<file path="src/rtl/adc_meter_pkg.sv">
// Shared types and widths for the multi-channel ADC scan meter.
package adc_meter_pkg;

    localparam int MV_W   = 13;
    localparam int BCD_W  = 16;
    localparam int PROD_W = 26;
    localparam int MAX_CH = 8;

    typedef enum logic {
        SCAN_ISSUE,
        SCAN_WAIT
    } scan_state_t;

    typedef enum logic [1:0] {
        CONV_IDLE,
        CONV_DIV,
        CONV_BCD,
        CONV_DONE
    } conv_state_t;

    typedef logic [3:0] bcd_digit_t;

    // Double-dabble correction: every BCD digit of 5 or more gets +3 before the shift.
    function automatic logic [BCD_W-1:0] dabble_adjust(input logic [BCD_W-1:0] v);
        logic [BCD_W-1:0] r;
        bcd_digit_t       d;
        r = v;
        for (int i = 0; i < BCD_W / 4; i++) begin
            d = v[i*4 +: 4];
            if (d >= 4'd5) d = d + 4'd3;
            r[i*4 +: 4] = d;
        end
        return r;
    endfunction

endpackage

</file>
<file path="src/rtl/mv_bcd_converter.sv">
// Sequential average-to-millivolt scaler and BCD encoder.
//
// state     | meaning
// CONV_IDLE | waiting for start, product latched on start
// CONV_DIV  | restoring divide by full-scale code, one quotient bit per cycle
// CONV_BCD  | double-dabble of the saturated 13-bit quotient
// CONV_DONE | publish mv/bcd and pulse done
module mv_bcd_converter
    import adc_meter_pkg::*;
#(
    parameter int DATA_W  = 12,
    parameter int GAIN    = 2,
    parameter int VREF_MV = 2500
) (
    input  logic              Clk,
    input  logic              Reset,
    input  logic              start,
    input  logic [DATA_W-1:0] avg,
    output logic              busy,
    output logic              done,
    output logic [MV_W-1:0]   mv,
    output logic [BCD_W-1:0]  bcd
);

    localparam logic [PROD_W-1:0] SCALE   = PROD_W'(GAIN * VREF_MV);
    localparam logic [DATA_W:0]   DIVISOR = {1'b0, {DATA_W{1'b1}}};
    localparam logic [MV_W-1:0]   MV_MAX  = '1;
    localparam logic [BCD_W-1:0]  BCD_MAX = 16'h9999;

    conv_state_t        state;
    logic [4:0]         iter;
    logic [PROD_W-1:0]  dq;
    logic [DATA_W-1:0]  rem;
    logic [MV_W-1:0]    quo;
    logic [MV_W-1:0]    bin;
    logic [BCD_W-1:0]   bcd_acc;

    logic [PROD_W-1:0]  product;
    logic [DATA_W:0]    rem_shift;
    logic               rem_ge;
    logic [PROD_W-1:0]  q_next;
    logic [MV_W-1:0]    quo_sat;
    logic [BCD_W-1:0]   bcd_adj;

    assign product   = PROD_W'(avg) * SCALE;
    assign rem_shift = {rem, dq[PROD_W-1]};
    assign rem_ge    = rem_shift >= DIVISOR;
    assign q_next    = {dq[PROD_W-2:0], rem_ge};
    assign quo_sat   = (|q_next[PROD_W-1:MV_W]) ? MV_MAX : q_next[MV_W-1:0];
    assign bcd_adj   = dabble_adjust(bcd_acc);
    assign busy      = (state != CONV_IDLE);

    // Divide then double-dabble; dq holds the dividend and collects quotient bits.
    always_ff @(posedge Clk) begin
        if (Reset) begin
            state   <= CONV_IDLE;
            iter    <= '0;
            dq      <= '0;
            rem     <= '0;
            quo     <= '0;
            bin     <= '0;
            bcd_acc <= '0;
            done    <= 1'b0;
            mv      <= '0;
            bcd     <= '0;
        end else begin
            done <= 1'b0;
            case (state)
                CONV_IDLE: begin
                    if (start) begin
                        dq    <= product;
                        rem   <= '0;
                        iter  <= 5'(PROD_W - 1);
                        state <= CONV_DIV;
                    end
                end
                CONV_DIV: begin
                    rem <= rem_ge ? DATA_W'(rem_shift - DIVISOR) : rem_shift[DATA_W-1:0];
                    dq  <= q_next;
                    if (iter == '0) begin
                        quo     <= quo_sat;
                        bin     <= quo_sat;
                        bcd_acc <= '0;
                        iter    <= 5'(MV_W - 1);
                        state   <= CONV_BCD;
                    end else begin
                        iter <= iter - 5'd1;
                    end
                end
                CONV_BCD: begin
                    bcd_acc <= {bcd_adj[BCD_W-2:0], bin[MV_W-1]};
                    bin     <= bin << 1;
                    if (iter == '0) state <= CONV_DONE;
                    else            iter  <= iter - 5'd1;
                end
                default: begin
                    done  <= 1'b1;
                    mv    <= quo;
                    bcd   <= ({1'b0, quo} > 14'd9999) ? BCD_MAX : bcd_acc;
                    state <= CONV_IDLE;
                end
            endcase
        end
    end

endmodule

</file>
<file path="src/rtl/adc_scan_meter.sv">
// Round-robin modular-ADC scanner with per-channel box-car averaging and
// millivolt/BCD readout of the selected channel.
//
// state      | meaning
// SCAN_ISSUE | command offered on cmd_valid until accepted
// SCAN_WAIT  | waiting for the matching response or the timeout
module adc_scan_meter
    import adc_meter_pkg::*;
#(
    parameter int NUM_CH      = 4,
    parameter int FIRST_CH    = 1,
    parameter int DATA_W      = 12,
    parameter int AVG_LOG2    = 2,
    parameter int VREF_MV     = 2500,
    parameter int GAIN        = 2,
    parameter int TIMEOUT_CYC = 1023
) (
    input  logic              Clk,
    input  logic              Reset,
    output logic              cmd_valid,
    output logic [4:0]        cmd_channel,
    input  logic              cmd_ready,
    input  logic              rsp_valid,
    input  logic [4:0]        rsp_channel,
    input  logic [DATA_W-1:0] rsp_data,
    input  logic [2:0]        sel_ch,
    input  logic              hold,
    output logic [MV_W-1:0]   mv_out,
    output logic [BCD_W-1:0]  bcd_out,
    output logic              bcd_valid,
    output logic              timeout_err
);

    localparam int               ACC_W    = DATA_W + AVG_LOG2;
    localparam int               TMO_W    = $clog2(TIMEOUT_CYC + 1);
    localparam logic [2:0]       LAST_IDX = 3'(NUM_CH - 1);
    localparam logic [AVG_LOG2:0] AVG_N   = (AVG_LOG2 + 1)'(1 << AVG_LOG2);

    scan_state_t        state;
    logic [2:0]         idx;
    logic [TMO_W-1:0]   tmo;
    logic [ACC_W-1:0]   acc [MAX_CH];
    logic [AVG_LOG2:0]  cnt [MAX_CH];
    logic [DATA_W-1:0]  avg [MAX_CH];

    logic               accept;
    logic               avg_wr;
    logic [ACC_W-1:0]   sum;
    logic [AVG_LOG2:0]  cnt_next;
    logic [2:0]         next_idx;
    logic [2:0]         sel_idx;
    logic [2:0]         sel_q;
    logic               conv_req;
    logic               pending;
    logic               conv_start;
    logic               conv_busy;
    logic               conv_done;
    logic [MV_W-1:0]    conv_mv;
    logic [BCD_W-1:0]   conv_bcd;

    assign cmd_channel = 5'(FIRST_CH) + {2'b00, idx};
    assign accept      = (state == SCAN_WAIT) && rsp_valid && (rsp_channel == cmd_channel);
    assign sum         = acc[idx] + ACC_W'(rsp_data);
    assign cnt_next    = cnt[idx] + (AVG_LOG2 + 1)'(1);
    assign avg_wr      = accept && (cnt_next == AVG_N);
    assign next_idx    = (idx == LAST_IDX) ? 3'd0 : idx + 3'd1;
    assign sel_idx     = (sel_ch > LAST_IDX) ? LAST_IDX : sel_ch;
    assign conv_req    = (avg_wr && (idx == sel_idx)) || (sel_idx != sel_q);
    assign conv_start  = pending && !conv_busy;

    // Scan FSM: command handshake, response accumulation and timeout recovery.
    always_ff @(posedge Clk) begin
        if (Reset) begin
            state       <= SCAN_ISSUE;
            idx         <= '0;
            cmd_valid   <= 1'b0;
            tmo         <= '0;
            timeout_err <= 1'b0;
            for (int i = 0; i < MAX_CH; i++) begin
                acc[i] <= '0;
                cnt[i] <= '0;
                avg[i] <= '0;
            end
        end else begin
            case (state)
                SCAN_ISSUE: begin
                    if (cmd_valid && cmd_ready) begin
                        cmd_valid <= 1'b0;
                        tmo       <= TMO_W'(TIMEOUT_CYC);
                        state     <= SCAN_WAIT;
                    end else begin
                        cmd_valid <= 1'b1;
                    end
                end
                default: begin
                    if (accept) begin
                        if (avg_wr) begin
                            avg[idx] <= DATA_W'(sum >> AVG_LOG2);
                            acc[idx] <= '0;
                            cnt[idx] <= '0;
                        end else begin
                            acc[idx] <= sum;
                            cnt[idx] <= cnt_next;
                        end
                        idx       <= next_idx;
                        cmd_valid <= 1'b1;
                        state     <= SCAN_ISSUE;
                    end else if (tmo == TMO_W'(1)) begin
                        timeout_err <= 1'b1;
                        idx         <= next_idx;
                        cmd_valid   <= 1'b1;
                        state       <= SCAN_ISSUE;
                    end else begin
                        tmo <= tmo - TMO_W'(1);
                    end
                end
            endcase
        end
    end

    // Conversion requests collapse into one pending flag; the next start reads the live average.
    always_ff @(posedge Clk) begin
        if (Reset) begin
            sel_q   <= '0;
            pending <= 1'b0;
        end else begin
            sel_q   <= sel_idx;
            pending <= conv_start ? conv_req : (pending || conv_req);
        end
    end

    mv_bcd_converter #(
        .DATA_W  (DATA_W),
        .GAIN    (GAIN),
        .VREF_MV (VREF_MV)
    ) u_conv (
        .Clk   (Clk),
        .Reset (Reset),
        .start (conv_start),
        .avg   (avg[sel_idx]),
        .busy  (conv_busy),
        .done  (conv_done),
        .mv    (conv_mv),
        .bcd   (conv_bcd)
    );

    // Display registers load on completion unless held.
    always_ff @(posedge Clk) begin
        if (Reset) begin
            mv_out    <= '0;
            bcd_out   <= '0;
            bcd_valid <= 1'b0;
        end else begin
            bcd_valid <= conv_done && !hold;
            if (conv_done && !hold) begin
                mv_out  <= conv_mv;
                bcd_out <= conv_bcd;
            end
        end
    end

endmodule
</file>
<file path="config.mk">
export PLATFORM = sky130hd
export DESIGN_NAME = adc_scan_meter
export DESIGN_NICKNAME = d
export VERILOG_FILES = /design/src/rtl/adc_meter_pkg.sv /design/src/rtl/mv_bcd_converter.sv /design/src/rtl/adc_scan_meter.sv
export SDC_FILE = /design/constraint.sdc
export NUM_CORES = 1
export LEC_CHECK = 0
export ABC_AREA = 0
export CORE_AREA = 2 2 230 232
export CTS_BUF_LIST = sky130_fd_sc_hd__clkbuf_8
export DETAILED_ROUTE_END_ITERATION = 16
export DIE_AREA = 0 0 232 234
export SYNTH_ARGS = -nofsm -noshare
export SYNTH_HDL_FRONTEND = slang
export SYNTH_SLANG_ARGS = --single-unit
</file>
<file path="constraint.sdc">
create_clock -name Clk -period 9.19 [get_ports Clk]
set_clock_uncertainty 0.1 [all_clocks]
set_input_delay 1.838 -clock Clk [delete_from_list [all_inputs] [get_ports Clk]]
set_output_delay 1.838 -clock Clk [all_outputs]
set_load 0.01 [all_outputs]
</file>
After elaboration in Yosys (flattened, before gate mapping)
Memories as Yosys holds them, arrays and structs flattened. A register that Yosys moved wholly into a read port is not among the register bits.
Index checks and enable logic that the tools add are counted.

word-level totals
  bits in registers = 167
  RAM bits = 232
  output and inout port bits = 37
  input port bits = 25
  memories kept = 3

memory list
  name  words  width  read ports  clocked after memory_dff  wr ports  line                  RTL
  acc   8      14     1           1                         8         adc_scan_meter.sv:42  logic [ACC_W-1:0] acc [MAX_CH];
  avg   8      12     1           0                         8         adc_scan_meter.sv:44  logic [DATA_W-1:0] avg [MAX_CH];
  cnt   8      3      1           1                         8         adc_scan_meter.sv:43  logic [AVG_LOG2:0] cnt [MAX_CH];

cells by class
  multipliers = 1
  bitwise operators = 3
  mux-type cells = 68
  $lt $le $gt $ge = 7
  reductions and logical operators = 32
  equal/unequal tests = 15
  $add $sub $neg = 11

operators with widths
  operator                                                              count
  one-hot mux 26 bit (2 select lines)                                   1
  2-to-1 mux 3 bit                                                      14
  2-to-1 mux 10 bit                                                     4
  2-to-1 mux 12 bit                                                     3
  2-to-1 mux 16 bit                                                     2
  one-hot mux 16 bit (2 select lines)                                   1
  2-to-1 mux 14 bit                                                     2
  2-to-1 mux 13 bit                                                     2
  2-to-1 mux 26 bit                                                     1
  one-hot mux 13 bit (2 select lines)                                   1
  2-to-1 mux 1 bit                                                      25
  one-hot mux 12 bit (2 select lines)                                   1
  multiplier 12 x 10 -> 22 bit (second input constant)                  1
  greater-or-equal comparator 4 x 3 -> 1 bit (second input constant)    4
  2-to-1 mux 5 bit                                                      3
  one-hot mux 5 bit (3 select lines)                                    1
  adder 14 x 12 -> 14 bit                                               1
  > comparator 13 x 14 -> 1 bit (second input constant)                 1
  OR reduction 14 bit                                                   1
  greater-or-equal comparator 13 x 12 -> 1 bit (second input constant)  1
  OR reduction 13 bit                                                   1
  adder 4 x 2 -> 4 bit (second input constant)                          3
  2-to-1 mux 4 bit                                                      3
  AND reduction 3 bit                                                   4
  32 further kinds                                                      56

Logic depth before layout (Yosys ltp)
Gate-level depths: netlist of run 1.

  depth in word-level cells = 12
  gate-level depth with buffers = 24

Cells and area by module
A second synthesis of run 1 with hierarchy kept.

second synthesis, totals
  cells, all modules = 1769
  area, all modules = 18347.6 um^2

by module, submodules not included
  module            times used  cells an instance  sequential area each (um^2)  area an instance (um^2)
  adc_scan_meter    1           919                6586.3                       10847.9
  mv_bcd_converter  1           850                2342.2                       7499.7

Worst setup path after synthesis of run 1
Ideal clock, no wire load.

  path kind = in2reg
  from = in sel_ch[0]
  to = reg u_conv.dq[20]
  stages = 20
  required time = 9004 ps
  path slack = 2445 ps
  data arrival time = 6560 ps
  path buffers = 3
  path through = clkbuf_1 nor2_2 buf_2 a211oi_1 a21oi_1 fa_1 ha_1 inv_1 fa_1 inv_1 ha_1 ha_1 ha_1 clkbuf_1 a2111oi_0 o21ai_0 nand3_1 nand2b_1 xnor2_1 a211oi_1

between the ends
  word-level cells in the longest chain between the ends = 6

RTL lines
  what                                   line                    RTL
  from (decl)                            adc_scan_meter.sv:26    input logic [2:0] sel_ch,
  > comparator 3 x 2 -> 1 bit            adc_scan_meter.sv:67    assign sel_idx = (sel_ch > LAST_IDX) ? LAST_IDX : sel_ch;
  2-to-1 mux 3 bit *                     adc_scan_meter.sv:67
  memory read (8 x 12 bit) *             --
  multiplier 12 x 10 -> 22 bit *         mv_bcd_converter.sv:45  assign product = PROD_W'(avg) * SCALE;
  2-to-1 mux 26 bit *                    mv_bcd_converter.sv:70  if (start) begin
  one-hot mux 26 bit (2 select lines) *  mv_bcd_converter.sv:68  case (state)
  to (signal assigned)                   mv_bcd_converter.sv:71  dq <= product;
  to (signal assigned)                   mv_bcd_converter.sv:79  dq <= q_next;
  to (decl)                              mv_bcd_converter.sv:32  logic [PROD_W-1:0] dq;

Every way passes the cells marked *; elsewhere a longest branch is shown, timed or not. The select of a mux whose other input is x is not followed.
A chain may end at the register's enable or synchronous reset.

Worst setup path in the final report of run 1
  from = in sel_ch[0]
  to = reg u_conv.dq[21]

The elaborated chain is that of the path after synthesis.

==> impl_metrics.toml, run 1 <==
[logic_synthesis]
yosys.cell_types.count = 69
netlist_instances = 1745
synth-main-ff-cell = "edfxtp_1"
synth_edf_count = 184
yosysWarnings = 0
ys_seq_area_share_pct = 49.8
ys_ff_latch = 354
synth_top_area_share_pct = 30.8
async_flop_share_pct = 0
post-synth-top-area-cell = "edfxtp_1"
syn_area_sq_um = 17900
syn_avg_cell_area_sq_um = 10.3
synthTopCellsByArea = "edfxtp_1 (31%), dfxtp_1 (19%), ha_1 (6.4%), nor2_1 (6.2%), mux4_2 (4.3%)"

[sta]
timing.setup.tns_ns = 0
rsz0062_at_grt = "false"
fin_crit_sh_pct = 78.8
period_minus_slack_ns = 7.24
final-setup-viol-count = 0
slew_headroom_pct = 18.4
maxSlewViolCount = 0
finalHoldViolations = 0
worst_slew_pin_slew_ns = 1.22
holdWs_ns = 0.327
fmax_ghz = 0.138

[floorplanning]
die_y_microns = 234
ios = 62
initial_core_util_pct = 34.5
dieArea_sq_um = 54300
fp-row-count = 84
core_area_sq_um = 52000
die_x_microns = 232

[setup_path]
max_stage_delay_ns = 0.53
cp-end-kind = "register"
start_kind = "input port"
timing.critical_path.to = "u_conv.dq[21]"
cpMostUsedCell = "inv_1"
arrival_ns = 7.70
critical_path_class = "input port to register"
rr_endpoint = "u_conv.dq[21]"
rr_worst_depth = 19
worstPathCellList = "clkdlybuf4s50_1 > buf_4 > nor2_2 > mux2_2 > o21ai_0 > inv_1 > ha_1 > xor2_1 > ha_1 > inv_1 > fa_1 > inv_1 > ha_1 > inv_1 > fa_1 > inv_1 > ha_1 > or2_2 > a21oi_1 > nor2_1 > a311o_1 > o211ai_1"
critPathLaunch = "sel_ch[0]"
crit_fanout = 14
reg2reg_slack_ns = 4.08
required_ns = 9.65
r2r-start = "avg[2][3]"
critPathSlowestCell = "nor2_2"

[global_route]
grt_pass1_wl_microns = 67500
antenna_found_initial = 1
grt_pass1_vias = 12700
grtUsageTotal_pct = 15.6
grt_max_degree = 107
overflow = 0

[power_and_ir_drop]
power_mw = 4.52
cellLeakagePower_nw = 7.48
power_density_nw_per_um2 = 224
ir_drop_v = 0.000116

[clocking]
cts_tree = "built"
path_clk_slew_ns = 0.06
post-cts-setup-buffers = 0
cts_sinks = 354
cts_made_buffers = 59
cts_resized = 0
cts_hold_buffers = 0
clock_latency_ns = 0.65
clk_path_buf_depth = 3
cts-root-buf = "clkbuf_8"
htree_num_levels = 2

[routing]
totalWireLength_microns = 42200
avgRoutedWirePerCell_microns = 16.8
drc_errors = 0
vias = 12800
drt-initial-drc-count = 1014
ant_nets = 0
avgViaCountPerCell = 5.08
drtPass1Iterations = 5

[outcome]
outcome = "completed"

[flow_run]
drv_cap = 0

[cells_and_area]
fillers = 5174
drive_gt1_share_pct = 10.3
nets = 1921
fin_util_pct = 38.8
antenna_cells = 0
finalNonFillerCells = 2512
area_growth_pct = 12.6

[placed_design]
io_buffers = 60
post-place-cells = 2409
hpwl_microns = 27600
gp_congestion = 0.833

[worst_hold_path]
hold_class = "register to register"
per-stage QoR:
step / cell area [sq um] / setup slack [ns]
3_3_place_gp: 19100 / 1.44
5_1_grt: 20200 / 1.60
2_1_floorplan: 17900 / 2.44
3_5_place_dp: 19100 / 1.28
6_report: 20200 / 1.95
4_1_cts: 20200 / 1.98
synth_stat cells (10+ instances only):
library cell,count
buf_1,10
o211ai_1,13
a22oi_1,22
clkbuf_1,69
xnor2_1,34
inv_1,85
buf_2,19
a31oi_1,11
xor2_1,18
nand2_1,180
mux2_2,21
a21oi_1,91
mux2i_1,57
a21o_1,13
o21ai_0,82
nor2b_1,10
nand2b_1,13
nor2_1,295
nor3_1,38
mux4_2,34
a211oi_1,32
ha_1,92
nand3_1,15
fa_1,22
edfxtp_1,184
dfxtp_1,170
flip-flops by register name, indices dropped and copies added (netlist names), 10 cells and up, named ones only:
signal	cells
avg	48
cnt	24
u_conv.rem	12
u_conv.bin	13
u_conv.bcd_acc	16
acc	112
u_conv.mv	13
u_conv.bcd	16
tmo	10
mv_out	13
bcd_out	16
u_conv.dq	26
u_conv.quo	13
cell usage in the layout, fill, tap and decap left out, types with 5 or more instances in the layout:
cell type / count
xor2_1: 18
xnor2_1: 34
nand3_2: 7
o211ai_1: 13
nand3_1: 15
fa_1: 22
nor4_1: 8
nor2b_1: 9
buf_4: 21
clkinv_2: 7
nand4_1: 5
a22oi_1: 22
mux4_2: 34
nand2_1: 180
nor3b_1: 8
a211oi_1: 32
clkinv_1: 11
nor3_1: 38
a21oi_1: 91
clkdlybuf4s50_1: 59
inv_1: 101
and2_1: 7
nand2b_1: 13
edfxtp_1: 184
o21ai_0: 78
or3_1: 6
mux2i_1: 57
a21o_1: 13
ha_1: 91
a31oi_1: 11
mux2_2: 21
clkbuf_8: 65
dfxtp_1: 169
nor2_1: 294
and3_1: 6
worst max-delay path, delay by kind of cell:
family	cells	cell delay, ns
simple gates	3	0.96
fa+ha+maj	6	2.10
mux	1	0.40
buf+inv	7	1.01
compound gates	4	1.17
xor+xnor	1	0.18
worst min path at each step:
| stage | from | end | slack [ns] | depth (start not counted) |
|---|---|---|---|---|
| finish | u_conv.bcd[9] | bcd_out[9] | 0.33 | 2 |
| global route | u_conv.bcd[9] | bcd_out[9] | 0.35 | 2 |
| CTS | u_conv.bcd[9] | bcd_out[9] | 0.32 | 2 |
| detailed placement | u_conv.bin[1] | u_conv.bin[1] | 0.34 | 2 |
| global placement | u_conv.bin[7] | u_conv.bin[7] | 0.34 | 2 |
| floorplan | u_conv.bcd[0] | bcd_out[0] | 0.33 | 2 |
per-layer routing:
metal	part of all wire (%)	vias up	track usage (%)
met5	0.017	-	0
met4	2.4	2	5.63
met3	5.9	79	3.37
met2	46	309	25.1
met1	46	6182	20.8
li1	-	6190	-
layout make-up:
cell class                 instances  area [sq um]  share of cell area (%)
sequential                       354          8930                    44.2
multi-input combinational       1201          8250                    40.9
clock buffer                      65           895                    4.43
tap                              688           861                    4.26
timing repair buffer              80           748                    3.70
inverter                          86           323                    1.60
clock inverter                    38           191                   0.948
cells by family after synthesis:
kind of cell / Yosys count / share of synthesized area (%)
AND/OR/NAND/NOR: 625 / 15.5
flip-flops: 354 / 49.8
AO/OA/AOI/OAI: 294 / 10.1
buffers and inverters: 191 / 4.30
adder cells (fa/ha/maj): 114 / 8.87
multiplexers: 112 / 8.77
XOR/XNOR: 54 / 2.72
other: 1 / 0.0209
power breakdown:
part	switching, mW	total, mW	internal [mW]
registers	0.0737	1.86	1.79
logic	0.844	1.35	0.506
clock network	0.637	1.31	0.673
total	1.56	4.52	2.96
Note: power is estimated with default switching activity, not from simulation.
==> run 2, diff against run 1 <==
clock period = 7.4 ns   (was 9.19 ns; I/O delays follow)
==> impl_metrics.toml, run 2 (synthesis gave the netlist of run 1 again) <==
[clocking]
cts-root-buf = "clkbuf_8"
htree_num_levels = 2
clk_path_buf_depth = 3
post-cts-setup-buffers = 0
clock_latency_ns = 0.66
cts_made_buffers = 57
path_clk_slew_ns = 0.07
cts_hold_buffers = 0
cts_resized = 0
cts_sinks = 354
cts_tree = "built"

[routing]
ant_nets = 0
totalWireLength_microns = 42200
avgViaCountPerCell = 5.11
drt-initial-drc-count = 898
vias = 12900
drc_errors = 0
drtPass1Iterations = 6
avgRoutedWirePerCell_microns = 16.8

[placed_design]
pre_cts_ws_ns = 0.374
gp_congestion = 0.837
hpwl_microns = 27800
io_buffers = 60

[power_and_ir_drop]
cellLeakagePower_nw = 7.55
power_density_nw_per_um2 = 280
ir_drop_v = 0.000139

[sta]
finalHoldViolations = 0
setup_ws_ns = 1.05
period_minus_slack_ns = 6.35
fmax_ghz = 0.158
slew_headroom_pct = 16.0
rsz0062_at_grt = "false"
final-setup-viol-count = 0
maxSlewViolCount = 0
worst_slew_pin_slew_ns = 1.25
fin_crit_sh_pct = 85.8
timing.setup.tns_ns = 0

[worst_hold_path]
hold_class = "register to register"

[setup_path]
critical_path_class = "input port to register"
cp-end-kind = "register"
start_kind = "input port"
crit_fanout = 19
required_ns = 7.88
arrival_ns = 6.83

[global_route]
grt_pass1_vias = 12600
antenna_found_initial = 1
grt_max_degree = 83
busiest_layer = "met2"
use_met3_pct = 3.04
globalRouteMet1Util_pct = 21.5
grt_pass1_wl_microns = 67600
gr-usage-met2_pct = 24.8
grtUsageTotal_pct = 15.7
overflow = 0

[floorplanning]
fp-row-count = 84
ios = 62
core_area_sq_um = 52000
die_x_microns = 232
die_y_microns = 234
dieArea_sq_um = 54300
initial_core_util_pct = 34.5

[flow_run]
drv_cap = 0

[cells_and_area]
register_area_sq_um = 8930
area_growth_pct = 13.2
multi_input_area_sq_um = 8250
drive_gt1_share_pct = 10.4
fillers = 5107
final_common_cell = "nor2_1"
nets = 1924
fin_util_pct = 39.0
antenna_cells = 0
mostFrequentLayoutCells = "nor2_1 (294), edfxtp_1 (184), nand2_1 (180)"
largest_register_ffs = 112
largest-register = "acc"
reg.largest.list = "acc (112), avg (48), u_conv.dq (26)"

[outcome]
outcome = "completed"
run 2: cell types whose count changed in the layout (fill, tap and decap cells not counted), moves of 2 or more:
cell	before	now
inv_1	101	108
buf_4	21	26
clkinv_1	11	6
clkinv_2	7	4
bufinv_16	1	3
run 2: stage by stage:
step	cell area (sq um)	total power, mW	std cells	hold WS [ns]
3_3_place_gp	19200	3.99	2414	0.339
3_5_place_dp	19200	4.01	2414	0.344
5_1_grt	20300	6.07	2518	0.370
2_1_floorplan	17900	3.62	1746	0.331
4_1_cts	20300	5.74	2518	0.350
6_report	20300	5.68	2518	0.350
run 2: cell type report:
class	count	area share, %
Sequential cell	354	44.0
Multi-Input combinational cell	1201	40.7
Clock buffer	65	4.41
Tap cell	688	4.24
Timing Repair Buffer	85	3.87
Inverter	86	1.59
Clock inverter	39	1.26
run 2: per-layer routing:
metal	wire length [microns]	share of wire (%)
met1	19700	47
met2	19000	45
met3	2470	5.9
met4	1020	2.4
met5	7	0.017
run 2: power by group:
group / total [mW] / internal, mW / switching, mW
Clock: 1.70 / 0.908 / 0.793
Sequential: 2.31 / 2.22 / 0.0945
Combinational: 1.66 / 0.628 / 1.04
run 2: final timing paths:
check	from	endpoint	slack [ns]	cells past startpoint
min reg2reg	u_conv.mv[2]	mv_out[2]	0.35	2
max	sel_ch[2]	u_conv.dq[21]	1.05	23
min	u_conv.mv[2]	mv_out[2]	0.35	2
max reg2reg	register	acc[6][10]	2.41	10
run 2: critical path, stage by stage:
cell             delay (ns)
clkdlybuf4s50_1        0.45
nor2_2                 0.13
buf_4                  0.28
mux2_2                 0.36
o21ai_0                0.25
buf_4                  0.19
inv_1                  0.09
ha_1                   0.34
xor2_1                 0.17
ha_1                   0.16
inv_1                  0.05
fa_1                   0.50
inv_1                  0.04
ha_1                   0.26
inv_1                  0.05
fa_1                   0.49
inv_1                  0.04
ha_1                   0.32
or2_2                  0.30
a21oi_1                0.33
nor2_1                 0.13
a311o_1                0.34
o211ai_1               0.09
==> run 3, diff against run 2 <==
CORE_AREA = 2 2 203 205   (was 2 2 230 232)
DIE_AREA = 0 0 205 207   (was 0 0 232 234)
==> impl_metrics.toml, run 3 (synthesis gave the netlist of run 1 again) <==
[setup_path]
reg2reg_slack_ns = 2.35
crit_fanout = 11
arrival_ns = 6.99
start_kind = "input port"
critical_path_class = "input port to register"
required_ns = 7.85
rr_worst_depth = 17
cp-end-kind = "register"

[sta]
setup_ws_ns = 0.858
worst_slew_pin_slew_ns = 1.32
fin_crit_sh_pct = 88.4
fmax_ghz = 0.153
finalHoldViolations = 0
period_minus_slack_ns = 6.54
slew_headroom_pct = 11.2
rsz0062_at_grt = "false"
final-setup-viol-count = 0
holdWs_ns = 0.346
timing.setup.tns_ns = 0
maxSlewViolCount = 0

[routing]
drtPass1Iterations = 5
drt-initial-drc-count = 889
avgViaCountPerCell = 5.37
totalWireLength_microns = 43600
ant_nets = 0
vias = 12800
drc_errors = 0
avgRoutedWirePerCell_microns = 18.3

[cells_and_area]
antenna_cells = 0
largest_register_ffs = 112
register_area_sq_um = 8930
final_common_cell = "nor2_1"
drive_gt1_share_pct = 11.5
fillers = 3747
reg.largest.list = "acc (112), avg (48), u_conv.dq (26)"
mostFrequentLayoutCells = "nor2_1 (294), edfxtp_1 (184), nand2_1 (180)"
finalInstanceArea_sq_um = 20300
area_growth_pct = 13.0
largest-register = "acc"
multi_input_area_sq_um = 8270
nets = 1934

[global_route]
grt_max_degree = 77
grt_pass1_vias = 12600
gr-usage-met2_pct = 34.4
antenna_found_initial = 0
grt_pass1_wl_microns = 69700
globalRouteMet1Util_pct = 28.1
grtUsageTotal_pct = 20.8
use_met3_pct = 3.26
busiest_layer = "met2"
overflow = 0

[clocking]
cts_sinks = 354
clock_latency_ns = 0.67
cts-root-buf = "clkbuf_8"
path_clk_slew_ns = 0.07
htree_num_levels = 2
cts_made_buffers = 59
cts_hold_buffers = 0
cts_resized = 0
clk_path_buf_depth = 3
post-cts-setup-buffers = 0
cts_tree = "built"

[placed_design]
pre_cts_ws_ns = 0.198
io_buffers = 60
postPlaceCellArea_sq_um = 19000
gp_congestion = 0.836
hpwl_microns = 29200

[worst_hold_path]
hold_class = "register to register"
worstHoldPathCells = 2

[power_and_ir_drop]
power_mw = 5.81
power_density_nw_per_um2 = 287
cellLeakagePower_nw = 7.62
power_frac_clock_pct = 31.1
p_sw_share_pct = 33.9
ir_drop_v = 0.000131
p_seq_share_pct = 39.7
combPwrFrac_pct = 29.2
intPower_mw = 3.84
p_sw_mw = 1.97

[floorplanning]
fp-row-count = 74
initial_core_util_pct = 44.4
die_y_microns = 207
dieArea_sq_um = 42400
core_area_sq_um = 40400
die_x_microns = 205
ios = 62

[outcome]
outcome = "completed"

[flow_run]
drv_cap = 0
## run 3: layout make-up
cell class	count	area share (%)
Clock buffer	68	4.62
Sequential cell	354	44.1
Multi-Input combinational cell	1201	40.8
Inverter	86	1.59
Timing Repair Buffer	93	4.17
Clock inverter	41	1.48
Tap cell	532	3.28
## run 3: final timing paths
path	from	endpoint
worst max-delay path	sel_ch[2]	u_conv.dq[20]
worst min-delay path	u_conv.bcd[15]	bcd_out[15]
worst max register to register	avg[3][8]	u_conv.dq[20]
worst min register to register	u_conv.bcd[15]	bcd_out[15]
## run 3: routing by layer
| layer | up-vias | wire [microns] |
|---|---|---|
| met3 | 65 | 2300 |
| met4 | 0 | 858 |
| met2 | 325 | 20900 |
| li1 | 6218 | - |
| met5 | - | 0 |
| met1 | 6144 | 19500 |
## run 3: worst max-delay path: stages
cell             delay (ns)
clkdlybuf4s50_1        0.45
nor2_2                 0.45
buf_4                  0.22
a211oi_1               0.04
a21oi_1                0.57
fa_1                   0.54
ha_1                   0.29
inv_1                  0.05
fa_1                   0.52
inv_1                  0.04
ha_1                   0.29
ha_1                   0.30
ha_1                   0.43
a2111oi_0              0.48
o21ai_0                0.24
nand3_1                0.16
nand2b_1               0.08
xnor2_1                0.13
a211oi_1               0.22
## run 3: power by group through the flow
stage / sequential (mW) / clock [mW] / combinational [mW]
after floorplan: 2.32 / 0 / 1.30
after global placement: 2.35 / 0 / 1.68
after detailed placement: 2.35 / 0 / 1.69
after CTS: 2.31 / 1.85 / 1.71
after global routing: 2.33 / 1.93 / 1.93
final: 2.31 / 1.81 / 1.70
## run 3: stage by stage
stage	util, %	std cells
4_1_cts	50.2	2375
5_1_grt	50.2	2375
3_3_place_gp	47.1	2266
3_5_place_dp	47.1	2266
6_report	50.2	2375
2_1_floorplan	-	1746
